## config.mk

```make
export PLATFORM = sky130hd
export DESIGN_NAME = qr_tx_word_sched
export DESIGN_NICKNAME = d
export VERILOG_FILES = /design/src/rtl/qr_tx_pkg.sv /design/src/rtl/qr_tx_word_fifo.sv /design/src/rtl/qr_tx_word_sched.sv
export SDC_FILE = /design/constraint.sdc
export NUM_CORES = 1
export LEC_CHECK = 0
export CAP_MARGIN = 20
export CORE_AREA = 5 5 105 97
export CTS_CLUSTER_SIZE = 14
export DETAILED_ROUTE_END_ITERATION = 10
export DIE_AREA = 0 0 110 102
export PLACE_DENSITY = 0.72
export SETUP_SLACK_MARGIN = 0.3
export SLEW_MARGIN = 30
export SYNTH_ARGS = -nofsm -noshare
export SYNTH_HDL_FRONTEND = slang
export SYNTH_SLANG_ARGS = --single-unit
```

## constraint.sdc

```tcl
create_clock -name clk_Q -period 2.05 [get_ports clk_Q]
set_input_delay 0.41 -clock clk_Q [delete_from_list [all_inputs] [get_ports clk_Q]]
set_output_delay 0.41 -clock clk_Q [all_outputs]
set_load 0.005 [all_outputs]
```

## src/rtl/qr_tx_pkg.sv

```systemverilog
// Shared types and constants for the quarter-rate TX word scheduler.
package qr_tx_pkg;

  typedef enum logic [1:0] {
    StOff   = 2'd0,
    StIdle  = 2'd1,
    StTrain = 2'd2,
    StData  = 2'd3
  } qr_tx_state_e;

  localparam int unsigned NIB_W = 4;

  // Nyquist clock pattern used for training when PRBS is not built in.
  localparam logic [NIB_W-1:0] NYQ_NIB = 4'b1010;

  // PRBS7 = x^7 + x^6 + 1.
  localparam logic [6:0]  PRBS7_SEED   = 7'h7F;
  localparam int unsigned PRBS7_TAP_HI = 6;
  localparam int unsigned PRBS7_TAP_LO = 5;

  // Advance PRBS7 by one nibble. Returns {nibble, next_state}; the bit leaving
  // the top of the register is the output, so the first bit lands in nibble[3].
  function automatic logic [NIB_W+6:0] prbs7_step4(input logic [6:0] seed);
    logic [6:0]       s;
    logic [NIB_W-1:0] nib;
    s   = seed;
    nib = '0;
    for (int i = 0; i < NIB_W; i++) begin
      nib[NIB_W-1-i] = s[6];
      s = {s[5:0], s[PRBS7_TAP_HI] ^ s[PRBS7_TAP_LO]};
    end
    return {nib, s};
  endfunction

endpackage

```

## src/rtl/qr_tx_word_fifo.sv

```systemverilog
// Word buffer between the upstream valid/ready port and the nibble slicer.
// Synchronous FIFO with a synchronous flush; pointers carry one wrap bit.
module qr_tx_word_fifo #(
  parameter int unsigned WORD_W = 16,
  parameter int unsigned DEPTH  = 4
) (
  input  logic              clk,
  input  logic              rst_n,
  input  logic              flush,
  input  logic              push,
  input  logic [WORD_W-1:0] wdata,
  input  logic              pop,
  output logic [WORD_W-1:0] rdata,
  output logic              full,
  output logic              empty
);

  localparam int unsigned AW = $clog2(DEPTH);

  logic [AW:0]       wptr_q, rptr_q;
  logic [WORD_W-1:0] mem_q [DEPTH];

  assign empty = (wptr_q == rptr_q);
  assign full  = (wptr_q[AW] != rptr_q[AW]) && (wptr_q[AW-1:0] == rptr_q[AW-1:0]);
  assign rdata = mem_q[rptr_q[AW-1:0]];

  // Storage array, written on accepted pushes only.
  always_ff @(posedge clk) begin
    if (push && !full) begin
      mem_q[wptr_q[AW-1:0]] <= wdata;
    end
  end

  // Read/write pointers; flush discards everything held.
  always_ff @(posedge clk or negedge rst_n) begin
    if (!rst_n) begin
      wptr_q <= '0;
      rptr_q <= '0;
    end else if (flush) begin
      wptr_q <= '0;
      rptr_q <= '0;
    end else begin
      if (push && !full) wptr_q <= wptr_q + 1'b1;
      if (pop && !empty) rptr_q <= rptr_q + 1'b1;
    end
  end

endmodule

```

## src/rtl/qr_tx_word_sched.sv

```systemverilog
// Quarter-rate word scheduler: buffers words, slices them into nibbles for the
// 4:1 mux and arbitrates idle fill / training / payload.
// Build option: define QR_TX_PRBS_EN for a PRBS7 training pattern instead of 1010.
module qr_tx_word_sched
  import qr_tx_pkg::*;
#(
  parameter int unsigned      WORD_W     = 16,
  parameter int unsigned      FIFO_DEPTH = 4,
  parameter int unsigned      TRAIN_LEN  = 127,
  parameter logic [NIB_W-1:0] IDLE_NIB   = 4'b0000
) (
  input  logic              clk_Q,
  input  logic              rst_n,
  input  logic              en,
  input  logic              train_req,
  input  logic              s_valid,
  input  logic [WORD_W-1:0] s_data,
  output logic              s_ready,
  output logic [NIB_W-1:0]  din,
  output logic              clk_dmy_gating,
  output logic [1:0]        state_o,
  output logic              train_done
);

  localparam int unsigned NIBS       = WORD_W / NIB_W;
  localparam int unsigned CW         = $clog2(NIBS);
  localparam logic [9:0]  TRAIN_LAST = 10'(TRAIN_LEN);

  qr_tx_state_e      state_q, state_d;
  logic [NIB_W-1:0]  din_q, din_d;
  logic              gate_q, gate_d;
  logic              done_q, done_d;
  logic              pend_q, pend_d;
  logic [WORD_W-1:0] shreg_q, shreg_d;
  logic [CW-1:0]     nib_q, nib_d;
  logic [9:0]        tcnt_q, tcnt_d;

  logic              push, pop, full, empty;
  logic [WORD_W-1:0] head;

`ifdef QR_TX_PRBS_EN
  logic [6:0]       lfsr_q, lfsr_d;
  logic [NIB_W+6:0] prbs_res;
`endif

  assign s_ready        = (state_q != StOff) && !full;
  assign push           = s_valid && s_ready;
  assign din            = din_q;
  assign clk_dmy_gating = gate_q;
  assign state_o        = state_q;
  assign train_done     = done_q;

  qr_tx_word_fifo #(
    .WORD_W (WORD_W),
    .DEPTH  (FIFO_DEPTH)
  ) u_fifo (
    .clk   (clk_Q),
    .rst_n (rst_n),
    .flush (!en),
    .push  (push),
    .wdata (s_data),
    .pop   (pop),
    .rdata (head),
    .full  (full),
    .empty (empty)
  );

  // Next-state, datapath and registered-output logic.
  always_comb begin
    state_d  = state_q;
    din_d    = din_q;
    gate_d   = gate_q;
    done_d   = 1'b0;
    pend_d   = pend_q;
    shreg_d  = shreg_q;
    nib_d    = nib_q;
    tcnt_d   = tcnt_q;
    pop      = 1'b0;
`ifdef QR_TX_PRBS_EN
    lfsr_d   = lfsr_q;
    prbs_res = '0;
`endif
    if (!en) begin
      state_d = StOff;
      din_d   = IDLE_NIB;
      gate_d  = 1'b1;
      pend_d  = 1'b0;
      nib_d   = '0;
      shreg_d = '0;
    end else begin
      unique case (state_q)
        StOff: begin
          state_d = StIdle;
          din_d   = IDLE_NIB;
          gate_d  = 1'b1;
        end
        StIdle: begin
          if (train_req || pend_q) begin
            state_d = StTrain;
            gate_d  = 1'b0;
            pend_d  = 1'b0;
            tcnt_d  = 10'd1;
`ifdef QR_TX_PRBS_EN
            prbs_res = prbs7_step4(PRBS7_SEED);
            din_d    = prbs_res[NIB_W+6:7];
            lfsr_d   = prbs_res[6:0];
`else
            din_d    = NYQ_NIB;
`endif
          end else if (!empty) begin
            state_d = StData;
            gate_d  = 1'b0;
            pop     = 1'b1;
            din_d   = head[WORD_W-1 -: NIB_W];
            shreg_d = head << NIB_W;
            nib_d   = CW'(NIBS - 1);
          end
        end
        StTrain: begin
          if (tcnt_q >= TRAIN_LAST) begin
            state_d = StIdle;
            din_d   = IDLE_NIB;
            gate_d  = 1'b1;
            done_d  = 1'b1;
          end else begin
            tcnt_d = (tcnt_q == 10'h3FF) ? tcnt_q : tcnt_q + 10'd1;
`ifdef QR_TX_PRBS_EN
            prbs_res = prbs7_step4(lfsr_q);
            din_d    = prbs_res[NIB_W+6:7];
            lfsr_d   = prbs_res[6:0];
`else
            din_d    = NYQ_NIB;
`endif
          end
        end
        StData: begin
          if (train_req) pend_d = 1'b1;
          if (nib_q != '0) begin
            din_d   = shreg_q[WORD_W-1 -: NIB_W];
            shreg_d = shreg_q << NIB_W;
            nib_d   = nib_q - 1'b1;
          end else if (!empty && !pend_q && !train_req) begin
            // Back-to-back word: no idle bubble between words.
            pop     = 1'b1;
            din_d   = head[WORD_W-1 -: NIB_W];
            shreg_d = head << NIB_W;
            nib_d   = CW'(NIBS - 1);
          end else begin
            state_d = StIdle;
            din_d   = IDLE_NIB;
            gate_d  = 1'b1;
          end
        end
        default: state_d = StOff;
      endcase
    end
  end

  // State and output registers.
  always_ff @(posedge clk_Q or negedge rst_n) begin
    if (!rst_n) begin
      state_q <= StOff;
      din_q   <= IDLE_NIB;
      gate_q  <= 1'b1;
      done_q  <= 1'b0;
      pend_q  <= 1'b0;
      shreg_q <= '0;
      nib_q   <= '0;
      tcnt_q  <= '0;
    end else begin
      state_q <= state_d;
      din_q   <= din_d;
      gate_q  <= gate_d;
      done_q  <= done_d;
      pend_q  <= pend_d;
      shreg_q <= shreg_d;
      nib_q   <= nib_d;
      tcnt_q  <= tcnt_d;
    end
  end

`ifdef QR_TX_PRBS_EN
  // Training LFSR, reseeded on every TRAIN entry.
  always_ff @(posedge clk_Q or negedge rst_n) begin
    if (!rst_n) lfsr_q <= PRBS7_SEED;
    else        lfsr_q <= lfsr_d;
  end
`endif

endmodule

```

==> results of run 1 <==
[cells in the mapped netlist, types with 3 or more instances]
cell type and count:
nand4_1 5, nand2b_1 4, dfrtp_1 38, nand2_1 15, xnor2_1 3, nor3_1 3, o2111ai_1 6, o21ai_0 9
o21ai_1 3, nor2_1 11, clkbuf_1 7, buf_2 6, nand3_1 13, buf_6 3, mux2i_1 10, xor2_1 3
mux4_2 16, a21oi_1 11, edfxtp_1 64, o211ai_1 8, ha_1 7, o211a_1 9, and2_1 6, inv_1 12
and3_1 3
[power groups by stage]
stage	registers, mW	logic, mW	clock network (mW)
6_report	2.43	0.939	1.25
5_1_grt	2.45	1.03	1.39
4_1_cts	2.43	0.908	1.29
3_5_place_dp	2.48	0.818	0
3_3_place_gp	2.47	0.798	0
2_1_floorplan	2.46	0.511	0
[metal layers]
layer / global-route usage (%) / share of wire, % / routed length, um / vias to the layer above
met5: 0 / 0 / 0 / -
met4: 4.70 / 1.2 / 104 / 0
met3: 4.11 / 4.4 / 394 / 9
met2: 28.1 / 50 / 4480 / 63
met1: 24.4 / 44 / 3930 / 1426
li1: - / - / - / 1346
[timing repair]
action / in CTS / in global routing
pin swaps: 4 / 2
gates cloned: 1 / 0
hold buffers: 1 / 0
hold endpoints to repair: 13 / 0
buffers inserted: 11 / 7
gates resized for setup: 24 / 12
endpoints found under the setup margin: 62 / 75
[cells by family (layout without fill, tap and decap cells)]
family          count (synthesis)  count (layout)  share of synthesized area (%)
flops                         103             103                           62.9
simple gates                   71              71                           8.18
compound gates                 65              65                           11.4
buf+inv                        30             103                           3.26
mux                            26              26                           10.0
xor+xnor                        8               8                           2.34
fa+ha+maj                       7               7                           1.90
[state kept, by name, indices dropped and copies added, names as in the netlist]
signal          flops
din                 4
u_fifo.mem_q       64
shreg_q            12
pend_q              1
nib_q               2
u_fifo.rptr_q       3
tcnt_q             10
state_o             2
train_done          1
u_fifo.wptr_q       3
clk_dmy_gating      1
[path summary, 6_finish.rpt]
| kind | from | endpoint | slack [ps] | depth (start not counted) |
|---|---|---|---|---|
| worst max-delay path | u_fifo.wptr_q[2]$_DFFE_PN0P_ | u_fifo.mem_q[2][13]$_DFFE_PP_ | 250 | 5 |
| worst min register to register | tcnt_q[0]$_DFFE_PN0P_ | tcnt_q[0]$_DFFE_PN0P_ | 510 | 1 |
| worst min-delay path | tcnt_q[0]$_DFFE_PN0P_ | tcnt_q[0]$_DFFE_PN0P_ | 510 | 1 |
| worst max register to register | u_fifo.wptr_q[2]$_DFFE_PN0P_ | u_fifo.mem_q[2][13]$_DFFE_PP_ | 250 | 5 |
| max in group asynchronous | rst_n | din[1]$_DFFE_PN0N_ | 870 | 3 |
| min in group asynchronous | rst_n | tcnt_q[5]$_DFFE_PN0P_ | 520 | 2 |
[final cells by class]
cell class	count	area (um2)
Fill cell	666	3250
Sequential cell	103	2910
Multi-Input combinational cell	177	1630
Timing Repair Buffer	75	773
Tap cell	122	153
Clock buffer	9	124
Clock inverter	7	80.1
Inverter	12	45.0
[per-stage QoR]
step                power [mW]  util, %  setup slack [ps]  instances
detailed placement        3.29     58.3              65.9        469
CTS                       4.63     62.7               225        498
finish                    4.62     63.7               248        505
global placement          3.27     58.3              87.8        469
floorplan                 2.97        -               239        310
global route              4.87     63.7               194        505
==> summary.txt, run 1 <==
Status
  – Status: complete, no violations

STA
  – RSZ-0062 raised after global routing: yes
  – Final slew viol count: 0
  – Worst-Margin Slew: 482 ps
  – F_max: around 550 MHz
  – Final setup violation count: 0
  – Max transition margin: between 60% and 70%
  – Setup TNS: 0 ps
  – Crit share post-route: between 80% and 90%
  – Final hold viol count: 0
  – Worst clock skew: 16.6 ps
  – Minimum clock period: ~1800 ps
  – Hold WS: 511 ps

Power and ir drop
  – Internal power: about 3.3 mW
  – Seq pwr share: a little over half
  – Peak supply drop: ~0.45 mV
  – PwrDens: between 800 and 900 nW/um2
  – Sw frac: 28.4%
  – Comb pwr share: between 20% and 30%
  – P_leak: between 2 and 2.5 nW
  – Psw: around 1.3 mW
  – Clock power share: 27.0%

Final layout
  – Most frequent cells in the layout: 64 x edfxtp_1, 32 x dfrtp_1, 32 x buf_4, 24 x clkdlybuf4s50_1, 16 x mux4_2
  – Post-route design area: ~5700 um2
  – Area Growth Syn to Fin: 24.0%
  – Proportion of layout cells with a drive suffix above 1: between 20% and 30%
  – Commonest non-fill, non-tap cell in the layout: edfxtp_1
  – Ant. Diodes: 0
  – Final net count: about 410

Clock tree
  – Clock tree sinks: between 100 and 150
  – CTS tree: built
  – CTS max path bufs: 2
  – Num CTS Buffers: 9
  – Skew-Pair Late Insertion Delay: approximately 370 ps
  – Root buffer cell: clkbuf_8
  – Clock slew at reported path FFs: approximately 100 ps
  – # H-tree levels: 3

Yosys
  – Syn nets: 338
  – Synth warn: 0
  – Netlist cell types: between 50 and 60
  – Area fraction of the dominant cell type after synthesis: about two fifths
  – Mapped cell area: approximately 4600 um2
  – Cells after Synth: 310
  – Dominant cell type by area after synthesis: edfxtp_1
  – Mean Syn Cell Area: approximately 15 um2
  – Number of flops mapped to enable cells by yosys: 64
  – Register area share after synthesis: a little over three fifths
  – FF+latch count, synth: just over 100
  – Ys async rst share: approximately 38%
  – Synth Flop Type: edfxtp_1
  – Top post-synthesis cells by area: edfxtp_1 42%, dfrtp_1 21%, mux4_2 7.8%

Critical path
  – Worst Setup End Kind: register
  – Crit path cell chain: xor2_2 > buf_4 > a311oi_4 > and2_4 > buf_12
  – CP Class: reg2reg
  – Crit-path max cell delay: between 400 and 500 ps
  – Critical path required time: approximately 2100 ps
  – Worst path buffer plus inverter count: 2
  – Crit path max-delay cell type: dfrtp_2
  – Crit Path Max Fanout: 16
  – Critical Path Source Type: register
  – Arr. time, crit path: approximately 1900 ps
  – CP top delay family: flip-flops

Hold path
  – Hold Crit Class: reg2reg

GRT
  – Tot GR Track Use: ~18%
  – Largest net degree at the start of global routing: 23
  – Antenna violations before repair: 0
  – First-pass GRT wire length: between 10 and 15 mm
  – Total congestion overflow: 0
  – Vias in the first global route: between 2000 and 3000

Floorplanning
  – Core area: ~9000 um2
  – Die X: ~110 um
  – I/O pin count: 30
  – Die height: slightly above 100 um
  – Cell row count: 33
  – Initial Util: between 50% and 60%
  – Die Footprint: 11200 um2

Place
  – DPL Wire Length: about 6 mm
  – # port buffers: 29
  – Post-DP Area: 5230 um2
  – RePlAce Congestion: between 0.8 and 0.9

Drt
  – Via/cell ratio: around 5.6
  – Avg WL per Cell: roughly 18 um
  – Routed wire length: between 8 and 9 mm
  – Drc violations: 0
  – DR pass1 iterations: 4
  – Via count: about 2800
  – DRT antenna net count: 0
  – Initial DRC Count: 164

Job
  – Max cap viols: 0
(Power assumes the default switching activity.)
==> inputs of run 2 (changes only) <==
--- a/config.mk
+++ b/config.mk
@@ -5,12 +5,15 @@
 export SDC_FILE = /design/constraint.sdc
 export NUM_CORES = 1
 export LEC_CHECK = 0
+export ABC_AREA = 1
 export CAP_MARGIN = 20
-export CORE_AREA = 5 5 105 97
+export CELL_PAD_IN_SITES_DETAIL_PLACEMENT = 1
+export CELL_PAD_IN_SITES_GLOBAL_PLACEMENT = 1
+export CORE_AREA = 5 5 118 109
 export CTS_CLUSTER_SIZE = 14
 export DETAILED_ROUTE_END_ITERATION = 10
-export DIE_AREA = 0 0 110 102
-export PLACE_DENSITY = 0.72
+export DIE_AREA = 0 0 123 114
+export PLACE_DENSITY = 0.71
 export SETUP_SLACK_MARGIN = 0.3
 export SLEW_MARGIN = 30
 export SYNTH_ARGS = -nofsm -noshare
==> run 2 against run 1 <==
Compared with the run above:
- die area is 25% higher
- critical path type is now reg2out
- global-route usage is 0.34 points lower
- critical endpoint is now s_ready
- first-iteration DRC count is 19% higher
- flip-flop and latch count stayed put
==> summary.txt, run 2 <==
Status
  – Status: complete, no violations (unchanged)

Yosys
  – FF+latch count, synth: 103 (unchanged)
  – Cells after Synth: 447 (was 310)
  – Synth Flop Type: edfxtp_1 (unchanged)
  – Number of flops mapped to enable cells by yosys: 64 (unchanged)
  – Post-Synth Adder-Cell Area: 1.88% (was 1.90%)
  – Top post-synthesis cells by area: edfxtp_1 41%, dfrtp_1 20%, nand2_1 7.9% (was edfxtp_1 42%, dfrtp_1 21%, mux4_2 7.8%)
  – Post-synthesis xor/xnor area fraction: 0.750% (was 2.34%)
  – Synth warn: 0 (unchanged)
  – Synth Area in Compound Gates: 10.3% (was 11.4%)
  – Simple-gate share of the synthesized area: 19.5% (was 8.18%)
  – Syn nets: 475 (was 338)
  – Mux share of post-synthesis cell area: 0% (was 10.0%)
  – Netlist cell types: 33 (was 52)
  – Most instantiated cells after synthesis: 98 x nand2_1, 64 x edfxtp_1, 53 x nor2_1 (was 64 x edfxtp_1, 38 x dfrtp_1, 16 x mux4_2)
  – Dominant cell type by area after synthesis: edfxtp_1 (unchanged)
  – Ys async rst share: 37.9% (unchanged)
  – Largest family of logic cells by synthesized area: simple AND/OR/NAND/NOR gates (was compound AO/OA/AOI/OAI gates)
  – Count leader, synth: nand2_1 (was edfxtp_1)
  – Register area share after synthesis: 62.1% (was 62.9%)
  – Mean Syn Cell Area: 10.4 um2 (was 14.9 um2)
  – Area fraction of the dominant cell type after synthesis: 41.1% (was 41.7%)
  – Mapped cell area: 4670 um2 (was 4610 um2)

Drt
  – DRT antenna net count: 0 (unchanged)
  – Initial DRC Count: 195 (was 164)
  – Via count: 3369 (was 2844)
  – Via/cell ratio: 5.01 (was 5.63)
  – Avg WL per Cell: 16.9 um (was 17.6 um)
  – Routed wire length: 11.4 mm (was 8.91 mm)
  – DR pass1 iterations: 4 (unchanged)
  – Drc violations: 0 (unchanged)

Power and ir drop
  – PwrDens: 910 nW/um2 (was 810 nW/um2)
  – P_leak: 2.40 nW (was 2.25 nW)
  – Peak supply drop: 0.623 mV (was 0.452 mV)

Critical path
  – Crit-path max cell delay: 410 ps (was 440 ps)
  – CP top delay family: flip-flops (unchanged)
  – CP Class: reg2out (was reg2reg)
  – Arr. time, crit path: 1280 ps (was 1880 ps)
  – Worst Setup End Kind: primary output (was register)
  – Crit path cell chain: inv_2 > nand2_1 > nand2_2 > inv_1 > nand3_2 > nand2_1 > inv_1 > clkbuf_2 (was xor2_2 > buf_4 > a311oi_4 > and2_4 > buf_12)
  – Worst path buffer plus inverter count: 4 (was 2)
  – Crit Path Max Fanout: 3 (was 16)
  – Crit path max-delay cell type: dfrtp_1 (was dfrtp_2)
  – Critical Path Source Type: register (unchanged)
  – Register-to-register setup slack: 370 ps (was 250 ps)
  – Critical path required time: 1640 ps (was 2120 ps)

Clock tree
  – # H-tree levels: 3 (unchanged)
  – CTS tree: built (unchanged)
  – CTS Hold Bufs: 0 (was 1)
  – Num CTS Buffers: 9 (unchanged)
  – Skew-Pair Late Insertion Delay: 350 ps (was 370 ps)
  – CTS max path bufs: 2 (unchanged)
  – Root buffer cell: clkbuf_16 (was clkbuf_8)
  – Clock tree sinks: 103 (unchanged)
  – Clock slew at reported path FFs: 70 ps (was 100 ps)

Place
  – DPL Wire Length: 7.52 mm (was 5.92 mm)
  – RePlAce Congestion: 0.767 (was 0.869)
  – # port buffers: 29 (unchanged)

Floorplanning
  – Die height: 114 um (was 102 um)
  – Die Footprint: 14000 um2 (was 11200 um2)
  – I/O pin count: 30 (unchanged)
  – Cell row count: 38 (was 33)
  – Core area: 11600 um2 (was 8960 um2)
  – Initial Util: 40.1% (was 51.4%)
  – Die X: 123 um (was 110 um)

GRT
  – Vias in the first global route: 3629 (was 2955)
  – First-pass GRT wire length: 18.5 mm (was 14.9 mm)
  – Tot GR Track Use: 17.2% (was 17.6%)
  – Total congestion overflow: 0 (unchanged)
  – Antenna violations before repair: 0 (unchanged)
  – Largest net degree at the start of global routing: 32 (was 23)

STA
  – Final hold viol count: 0 (unchanged)
  – F_max: 593 MHz (was 555 MHz)
  – Worst clock skew: 6.22 ps (was 16.6 ps)
  – RSZ-0062 raised after global routing: yes (unchanged)
  – Max transition margin: 63.2% (was 67.9%)
  – Final slew viol count: 0 (unchanged)
  – Final setup violation count: 0 (unchanged)
  – Minimum clock period: 1690 ps (was 1800 ps)
  – Crit share post-route: 82.3% (was 87.9%)
  – Setup TNS: 0 ps (unchanged)
  – Worst-Margin Slew: 552 ps (was 482 ps)

Final layout
  – Utilization after layout: 49.2% (was 63.7%)
  – Sequential cell area: 2900 um2 (was 2910 um2)
  – Max FFs per register: 64 (unchanged)
  – Final net count: 536 (was 406)
  – Most frequent cells in the layout: 94 x nand2_1, 64 x edfxtp_1, 47 x nor2_1, 36 x dfrtp_1, 32 x buf_4 (was 64 x edfxtp_1, 32 x dfrtp_1, 32 x buf_4, 24 x clkdlybuf4s50_1, 16 x mux4_2)
  – Multi-input combinational cell area: 1560 um2 (was 1630 um2)
  – Proportion of layout cells with a drive suffix above 1: 22.2% (was 27.4%)
  – Ant. Diodes: 0 (unchanged)
  – Area Growth Syn to Fin: 22.8% (was 24.0%)
  – Fillers: 1288 (was 666)
  – Commonest non-fill, non-tap cell in the layout: nand2_1 (was edfxtp_1)

Job
  – Max cap viols: 0 (unchanged)

Hold path
  – Hold Crit Class: in2async (was reg2reg)
## run 2: cell count changes after synthesis, sizes merged, moves of 6 or more
cell / delta
inv: +24
mux4: -16
o211ai: +8
o211a: -9
nand3: +15
or2: +7
mux2i: -10
nor2: +44
o21ai: +25
nand2: +87
o2111ai: -6
and2: -6
## run 2: path summary, 6_finish.rpt
path / from / end / depth (start not counted)
worst max-delay path: u_fifo.rptr_q[2]$_DFFE_PN0P_ / s_ready / 8
worst min-delay path: rst_n / u_fifo.rptr_q[0]$_DFFE_PN0P_ / 1
worst max register to register: u_fifo.rptr_q[0]$_DFFE_PN0P_ / shreg_q[10]$_DFFE_PN0P_ / 7
worst min register to register: din[0]$_DFFE_PN0N_ / din[0]$_DFFE_PN0N_ / 2
max in group asynchronous: rst_n / clk_dmy_gating$_DFFE_PN1P_ / 2
min in group clk_Q: din[0]$_DFFE_PN0N_ / din[0]$_DFFE_PN0N_ / 2
## run 2: power breakdown
part	switching (mW)	internal, mW
sequential	0.118	2.42
combinational	0.624	0.434
clock	0.790	0.837
total	1.53	3.69
## run 2: stage by stage
stage               instances  hold WS, ps  setup slack, ps  power, mW  instance area, um2
detailed placement        640          428             32.1       3.54                5280
CTS                       668         38.1              252       5.24                5660
floorplan                 447          114              211       3.15                4680
global route              673         68.0              250       5.50                5740
global placement          640          405             47.1       3.48                5280
finish                    673         43.7              363       5.22                5740
## run 2: worst reg2reg max path, stage by stage, from the launching register on
cell,delay [ps]
dfrtp_1,430
buf_4,160
buf_6,180
or2_2,340
o211ai_1,130
o211ai_2,150
nand2_1,110
o21ai_1,70
## run 2: what timing repair did
action	CTS	global route
pin swaps	1	2
buffers inserted	12	5
gates resized for setup	12	14
endpoints found under the setup margin	70	84
## run 2: cells by family (layout without fill, tap and decap cells)
| group | after synthesis | in the layout |
|---|---|---|
| buf+inv | 54 | 120 |
| fa+ha+maj | 7 | 7 |
| xor+xnor | 4 | 4 |
| flops | 103 | 103 |
| simple gates | 204 | 204 |
| compound gates | 75 | 75 |
## run 2: area by class of cell
| cell class | count | area share (%) |
|---|---|---|
| Sequential cell | 103 | 50.6 |
| Multi-Input combinational cell | 290 | 27.2 |
| Timing Repair Buffer | 68 | 11.4 |
| Clock buffer | 9 | 3.93 |
| Tap cell | 160 | 3.49 |
| Inverter | 36 | 2.44 |
| Clock inverter | 7 | 0.938 |
## run 2: layer usage
metal / track usage [%] / up-vias / wire length [um]
li1: - / 1630 / -
met1: 21.5 / 1677 / 5090
met2: 30.6 / 52 / 5830
met3: 3.62 / 10 / 312
met4: 4.21 / 0 / 124
met5: 0 / - / 0
